## config.mk

```make
export PLATFORM = sky130hd
export DESIGN_NAME = morse_receiver
export DESIGN_NICKNAME = d
export VERILOG_FILES = /design/src/rtl/morse_pkg.sv /design/src/rtl/morse_receiver_unit_timer.sv /design/src/rtl/morse_receiver.sv
export SDC_FILE = /design/constraint.sdc
export NUM_CORES = 1
export LEC_CHECK = 0
export ABC_AREA = 1
export BUFFER_PORTS_ARGS = -buffer_cell sky130_fd_sc_hd__buf_2
export CAP_MARGIN = 30
export CORE_MARGIN = 8
export CORE_UTILIZATION = 35
export CTS_CLUSTER_SIZE = 16
export DETAILED_ROUTE_END_ITERATION = 12
export PLACE_DENSITY_LB_ADDON = 0.3
export SLEW_MARGIN = 30
export SYNTH_ARGS = -nofsm -noshare
export SYNTH_HDL_FRONTEND = slang
export SYNTH_HIERARCHICAL = 1
export SYNTH_SLANG_ARGS = --single-unit
```

## constraint.sdc

```tcl
create_clock -name CLOCK_50 -period 3.2 [get_ports CLOCK_50]
set_input_delay 0.32 -clock CLOCK_50 [delete_from_list [all_inputs] [get_ports CLOCK_50]]
set_output_delay 0.32 -clock CLOCK_50 [all_outputs]
set_load 0.03 [all_outputs]
```

## src/rtl/morse_pkg.sv

```systemverilog
// Shared Morse types, limits and the A-H letter table used by receive and transmit sides.
// Latency: n/a (types, constants and a combinational lookup function only).
// Backpressure: n/a.
//
// Table entry layout is {len[2:0], code[3:0]}; code bit i holds symbol i
// (symbol 0 = first received), 0 = dot, 1 = dash, unused code bits are 0.
package morse_pkg;

  typedef enum logic [1:0] {
    IDLE   = 2'd0,
    MARK   = 2'd1,
    SPACE  = 2'd2,
    DECODE = 2'd3
  } state_t;

  localparam int MAX_SYMS = 4;

  // Index 0 = A ... index 7 = H; concatenation lists H first.
  localparam logic [7:0][6:0] LETTER_TABLE = {
    {3'd4, 4'b0000},  // H ....
    {3'd3, 4'b0011},  // G --.
    {3'd4, 4'b0100},  // F ..-.
    {3'd1, 4'b0000},  // E .
    {3'd3, 4'b0001},  // D -..
    {3'd4, 4'b0101},  // C -.-.
    {3'd4, 4'b0001},  // B -...
    {3'd2, 4'b0010}   // A .-
  };

  // Returns {hit, index[2:0]}; hit = 0 when no entry matches.
  function automatic logic [3:0] lookup_letter(input logic [2:0] len,
                                               input logic [3:0] code);
    logic [3:0] res;
    res = 4'b0000;
    for (int i = 0; i < 8; i++) begin
      if (LETTER_TABLE[i] == {len, code}) res = {1'b1, 3'(i)};
    end
    return res;
  endfunction

endpackage

```

## src/rtl/morse_receiver_unit_timer.sv

```systemverilog
// Time-unit timer: prescaler wrapping every UNIT_CYCLES cycles plus a saturating 3-bit unit counter.
// Latency: tick is combinational from the prescaler; units updates on the clock after a tick.
// Backpressure: none; clr restarts both counters from zero on the next clock.
//
// Ports: clk, rst (sync, active-high), clr (restart timing), tick (prescaler wraps
// this cycle), units (completed units since last clear, saturates at 7).
module morse_receiver_unit_timer #(
  parameter int UNIT_CYCLES = 25_000_000
) (
  input  logic       clk,
  input  logic       rst,
  input  logic       clr,
  output logic       tick,
  output logic [2:0] units
);

  localparam int PW = (UNIT_CYCLES > 1) ? $clog2(UNIT_CYCLES) : 1;

  logic [PW-1:0] presc;

  assign tick = (presc == PW'(UNIT_CYCLES - 1));

  always_ff @(posedge clk) begin
    if (rst || clr) begin
      presc <= '0;
      units <= '0;
    end else if (tick) begin
      presc <= '0;
      if (units != 3'd7) units <= units + 3'd1;
    end else begin
      presc <= presc + PW'(1);
    end
  end

endmodule

```

## src/rtl/morse_receiver.sv

```systemverilog
// Morse receiver: times key marks/spaces, classifies dot/dash and decodes letters A-H to a 3-bit index.
// Latency: valid_o/err_o pulse GAP_UNITS*UNIT_CYCLES+1 cycles after the synchronised key falls.
// Backpressure: none; the key is a free-running level and results are single-cycle pulses.
//
// Ports: CLOCK_50 clock; rst sync active-high reset; key_i raw key (1 = pressed);
// letter_o last good letter; valid_o/err_o one-cycle result pulses; sym_cnt_o
// symbols in the current letter; state_o FSM state for debug LEDs.
module morse_receiver
  import morse_pkg::*;
#(
  parameter int UNIT_CYCLES = 25_000_000,
  parameter int DASH_UNITS  = 2,
  parameter int GAP_UNITS   = 3
) (
  input  logic       CLOCK_50,
  input  logic       rst,
  input  logic       key_i,
  output logic [2:0] letter_o,
  output logic       valid_o,
  output logic       err_o,
  output logic [2:0] sym_cnt_o,
  output logic [1:0] state_o
);

  logic       key_m, key_s;
  state_t     state_q, state_d;
  logic [3:0] code_q, code_d;
  logic [2:0] sym_cnt_d;
  logic       ovf_q, ovf_d;
  logic [2:0] letter_d;
  logic       valid_d, err_d;
  logic       tick;
  logic [2:0] units;
  logic [2:0] units_now;
  logic       is_dash;
  logic [3:0] match;

  // Timing restarts on every state change so each mark/space is measured alone.
  morse_receiver_unit_timer #(
    .UNIT_CYCLES(UNIT_CYCLES)
  ) u_timer (
    .clk  (CLOCK_50),
    .rst  (rst),
    .clr  (state_d != state_q),
    .tick (tick),
    .units(units)
  );

  // Count the unit completing in this very cycle, so a mark or space of exactly
  // N units is judged as N units rather than N-1.
  assign units_now = (tick && units != 3'd7) ? units + 3'd1 : units;
  assign is_dash   = (units_now >= 3'(DASH_UNITS));
  assign match     = lookup_letter(sym_cnt_o, code_q);
  assign state_o   = state_q;

  always_comb begin
    state_d   = state_q;
    code_d    = code_q;
    sym_cnt_d = sym_cnt_o;
    ovf_d     = ovf_q;
    letter_d  = letter_o;
    valid_d   = 1'b0;
    err_d     = 1'b0;
    case (state_q)
      IDLE: begin
        if (key_s) begin
          state_d   = MARK;
          code_d    = 4'b0000;
          sym_cnt_d = 3'd0;
          ovf_d     = 1'b0;
        end
      end
      MARK: begin
        if (!key_s) begin
          state_d = SPACE;
          if (sym_cnt_o < 3'(MAX_SYMS)) begin
            code_d    = code_q | ({3'b000, is_dash} << sym_cnt_o[1:0]);
            sym_cnt_d = sym_cnt_o + 3'd1;
          end else begin
            ovf_d = 1'b1;
          end
        end
      end
      SPACE: begin
        // A press beats the gap threshold when both land in the same cycle.
        if (key_s) begin
          state_d = MARK;
        end else if (units_now >= 3'(GAP_UNITS)) begin
          state_d = DECODE;
          // Result registers load on entry, so the pulse is the DECODE cycle.
          if (match[3] && !ovf_q) begin
            letter_d = match[2:0];
            valid_d  = 1'b1;
          end else begin
            err_d = 1'b1;
          end
        end
      end
      DECODE: begin
        state_d   = IDLE;
        sym_cnt_d = 3'd0;
      end
      default: state_d = IDLE;
    endcase
  end

  always_ff @(posedge CLOCK_50) begin
    if (rst) begin
      key_m     <= 1'b0;
      key_s     <= 1'b0;
      state_q   <= IDLE;
      code_q    <= 4'b0000;
      sym_cnt_o <= 3'd0;
      ovf_q     <= 1'b0;
      letter_o  <= 3'd0;
      valid_o   <= 1'b0;
      err_o     <= 1'b0;
    end else begin
      key_m     <= key_i;
      key_s     <= key_m;
      state_q   <= state_d;
      code_q    <= code_d;
      sym_cnt_o <= sym_cnt_d;
      ovf_q     <= ovf_d;
      letter_o  <= letter_d;
      valid_o   <= valid_d;
      err_o     <= err_d;
    end
  end

endmodule

```

==> impl_results.md <==
- Outcome: finished clean
- Worst slew margin: 60.06%
- Setup crit start kind: register
- DR WL/cell: 10.37 um
- First-pass GRT wire length: 9722 um
- Maximum number of pins on one net before global-route repair: 26
- Layout cells sized above 1: 12.89%
- Critical path type: register to register
- CP top delay family: simple AND/OR/NAND/NOR gates
- Post-CTS setup buffer count: 0
- Largest cells by area after synthesis: dfxtp_1 (34%), nand2_1 (14%), nor2_1 (9.4%), inv_1 (7.1%), ha_1 (6.1%)
- Pwr Density: 555.5 nW/um2
- Layer with the highest usage: met2
- Worst vdd ir: 0.2523 mV
- Met3 Use GR: 2.230%
- Mapped Nets: 418
- HP Start: key_i
- Slew Limit Fails: 0
- Global routing met2 resource utilization: 17.32%
- Largest area contributor in the netlist: dfxtp_1
- Critical Path Start: u_timer/presc[0]
- Synth Instances: 402
- Grt met1 use: 13.20%
- TritonCTS Buffers: 5
- FF-to-FF path depth: 15
- CP bufs+invs: 1
- CTS clk-pin slew, worst paths: 0.08 ns
- Core region area: 7567 um2
- # nets final: 434
- Root buf cell: clkbuf_8
- Port-buffer cells: 12
- Via count: 2375
- Unique masters post-synth: 31
- Layout area overhead: 10.91%
- Die Y-Extent: 103.5 um
- Routed Antenna Nets: 0
- CTS tree: done
- Gr usage total: 10.57%
- Clk sinks: 45
- Hold Path Cell Cnt: 3
- Cells after DPL: 513
- Vias in the first global route: 2231
- CP required: 3.42 ns
- Fmax: 351.9 MHz
- EDFF count, synth: 0
- Die X: 103.5 um
- Seq/Total Area, Yosys: 33.58%
- Worst Tran Pin Value: 0.5929 ns
- Synthesized flop and latch total: 45
- CP peak stage delay: 0.39 ns
- Endpoints failing hold: 0
- Pleak: 1.144 nW
- Worst min-delay path category: input pin to register
- Top-count cell post-synth: nand2_1
- Critical path data arrival time: 3.06 ns
- Clk Latency, worst-skew pair: 0.30 ns
- Drc violations: 0
- Mapped Area: 2683 um2
- Top cells by count, synth: nand2_1 (99), nor2_1 (67), inv_1 (51)
- Worst r2r src: u_timer/presc[0]
- Syn Area/Cell: 6.673 um2
- Cells along the critical path: ha_1 > nand3_2 > inv_2 > nand3_1 > nor4_4 > nand2_2 > o21ai_2 > nand3_1 > nand2_1 > nand2_1 > nand3_1 > nand3_1 > nor2_1 > nand2_4 > nor3_1
- Layout Cells excl Fill: 521
- TritonRoute pass-1 iters: 4
- Clock Tree Buf Depth: 2
- Critical Path Fanout Max: 25
- Final min period: 2.842 ns
- Post-synth top area share: 33.58%
- YS warnings: 6
- I/O pin count: 13
- Final-layout fill cell count: 804
- Drt total wl: 5404 um
- First-iteration detailed-routing DRC count: 104
- Antenna violations before repair: 0
- Final period utilization: 88.80%
- H-tree depth: 2
- Stages on the worst setup path: 15
- Total of max-cap violations: 0
- Post-synth ARST share: 0%
- Most frequent cell on the critical path: nand3_1
- Setup TNS: 0 ns
- Die area: 10720 um2
- Initial Utilization: 35.45%
- GPL Wtd Cong: 0.7983
- Number of core rows: 32
- Hpwl dp: 4154 um
- Final Skew: 0.004969 ns
- Crit-path slowest cell: dfxtp_1
- Total grt overflow: 0
- Vias/cell: 4.559
- Most used DFF post-synth: dfxtp_1
- Crit path capture type: register
- RSZ-0062 raised after global routing: no
- Final setup fails: 0
- Antenna Cells: 0
==> area by class of cell <==
cell class / count / area [um2] / area share, %
Tap cell: 102 / 127.6 / 4.289
Timing Repair Buffer: 12 / 60.06 / 2.019
Multi-Input combinational cell: 296 / 1553 / 52.19
Clock inverter: 1 / 30.03 / 1.009
Inverter: 58 / 217.7 / 7.317
Sequential cell: 45 / 900.9 / 30.28
Clock buffer: 7 / 86.33 / 2.902
==> state kept, by name, indices dropped and copies added, names as in the netlist, 2 cells and up <==
name and count:
state_o 2, u_timer/units 3, letter_o 3, sym_cnt_o 3, code_q 4, u_timer/presc 25
==> worst reg2reg max path, cell delays in order, from the launching register on <==
cell and delay (ns):
dfxtp_1 0.39, ha_1 0.23, nand3_2 0.15, inv_2 0.10
nand3_1 0.11, nor4_4 0.31, nand2_2 0.13, o21ai_2 0.23
nand3_1 0.11, nand2_1 0.08, nand2_1 0.07, nand3_1 0.06
nand3_1 0.06, nor2_1 0.31, nand2_4 0.24, nor3_1 0.19
==> through the flow <==
stage	worst slack [ns]	power [mW]	util (%)	hold WS, ns	instance area, um2
floorplan	0.5828	1.124	-	0.3883	2683
global placement	0.3054	1.219	37.58	0.3994	2844
detailed placement	0.1758	1.223	37.58	0.3996	2844
CTS	0.1466	1.679	39.12	0.2182	2960
global route	0.01942	1.783	39.32	0.2157	2975
finish	0.3583	1.653	39.32	0.2286	2975
==> cells in the final DEF, fill, tap and decap left out, drive strengths merged, types with 4 or more instances in the layout <==
master / netlist / layout
a21oi: 21 / 21
buf: 2 / 12
clkbuf: 1 / 7
dfxtp: 45 / 45
ha: 13 / 13
inv: 57 / 57
nand2: 105 / 105
nand3: 31 / 31
nand3b: 4 / 4
nand4: 11 / 11
nor2: 79 / 79
nor3: 7 / 7
o21ai: 8 / 8
or2: 5 / 5
xor2: 4 / 4
==> what timing repair did <==
action | 4_1_cts | 5_1_grt
hold buffers | 0 | 0
setup endpoints to repair | 0 | 25
resized for setup | 0 | 2
==> metal layers <==
| layer | wire length, um | share of wire [%] | vias to the layer above |
|---|---|---|---|
| li1 | - | - | 1295 |
| met1 | 2755 | 51 | 1050 |
| met2 | 2417 | 45 | 24 |
| met3 | 138 | 2.6 | 6 |
| met4 | 93 | 1.7 | 0 |
| met5 | 0 | 0 | - |
==> power breakdown <==
group          internal, mW  leakage, nW  total, mW  switching [mW]
clock network         0.255       0.0585      0.448           0.193
logic                 0.165        0.721      0.550           0.386
registers             0.605        0.364      0.655          0.0499
==> worst paths after layout <==
path	slack [ns]	to
max	0.36	u_timer/presc[2]
min reg2reg	0.41	key_s
max reg2reg	0.36	u_timer/presc[2]
min	0.23	key_m
==> logic make-up after synthesis <==
kind of cell | Yosys count | synth area share [%]
XOR/XNOR | 6 | 1.959
buffers and inverters | 61 | 9.095
adder cells (fa/ha/maj) | 13 | 6.064
AO/OA/AOI/OAI | 34 | 7.369
flip-flops | 45 | 33.58
AND/OR/NAND/NOR | 243 | 41.93
Power figures use the tool's default switching activity.
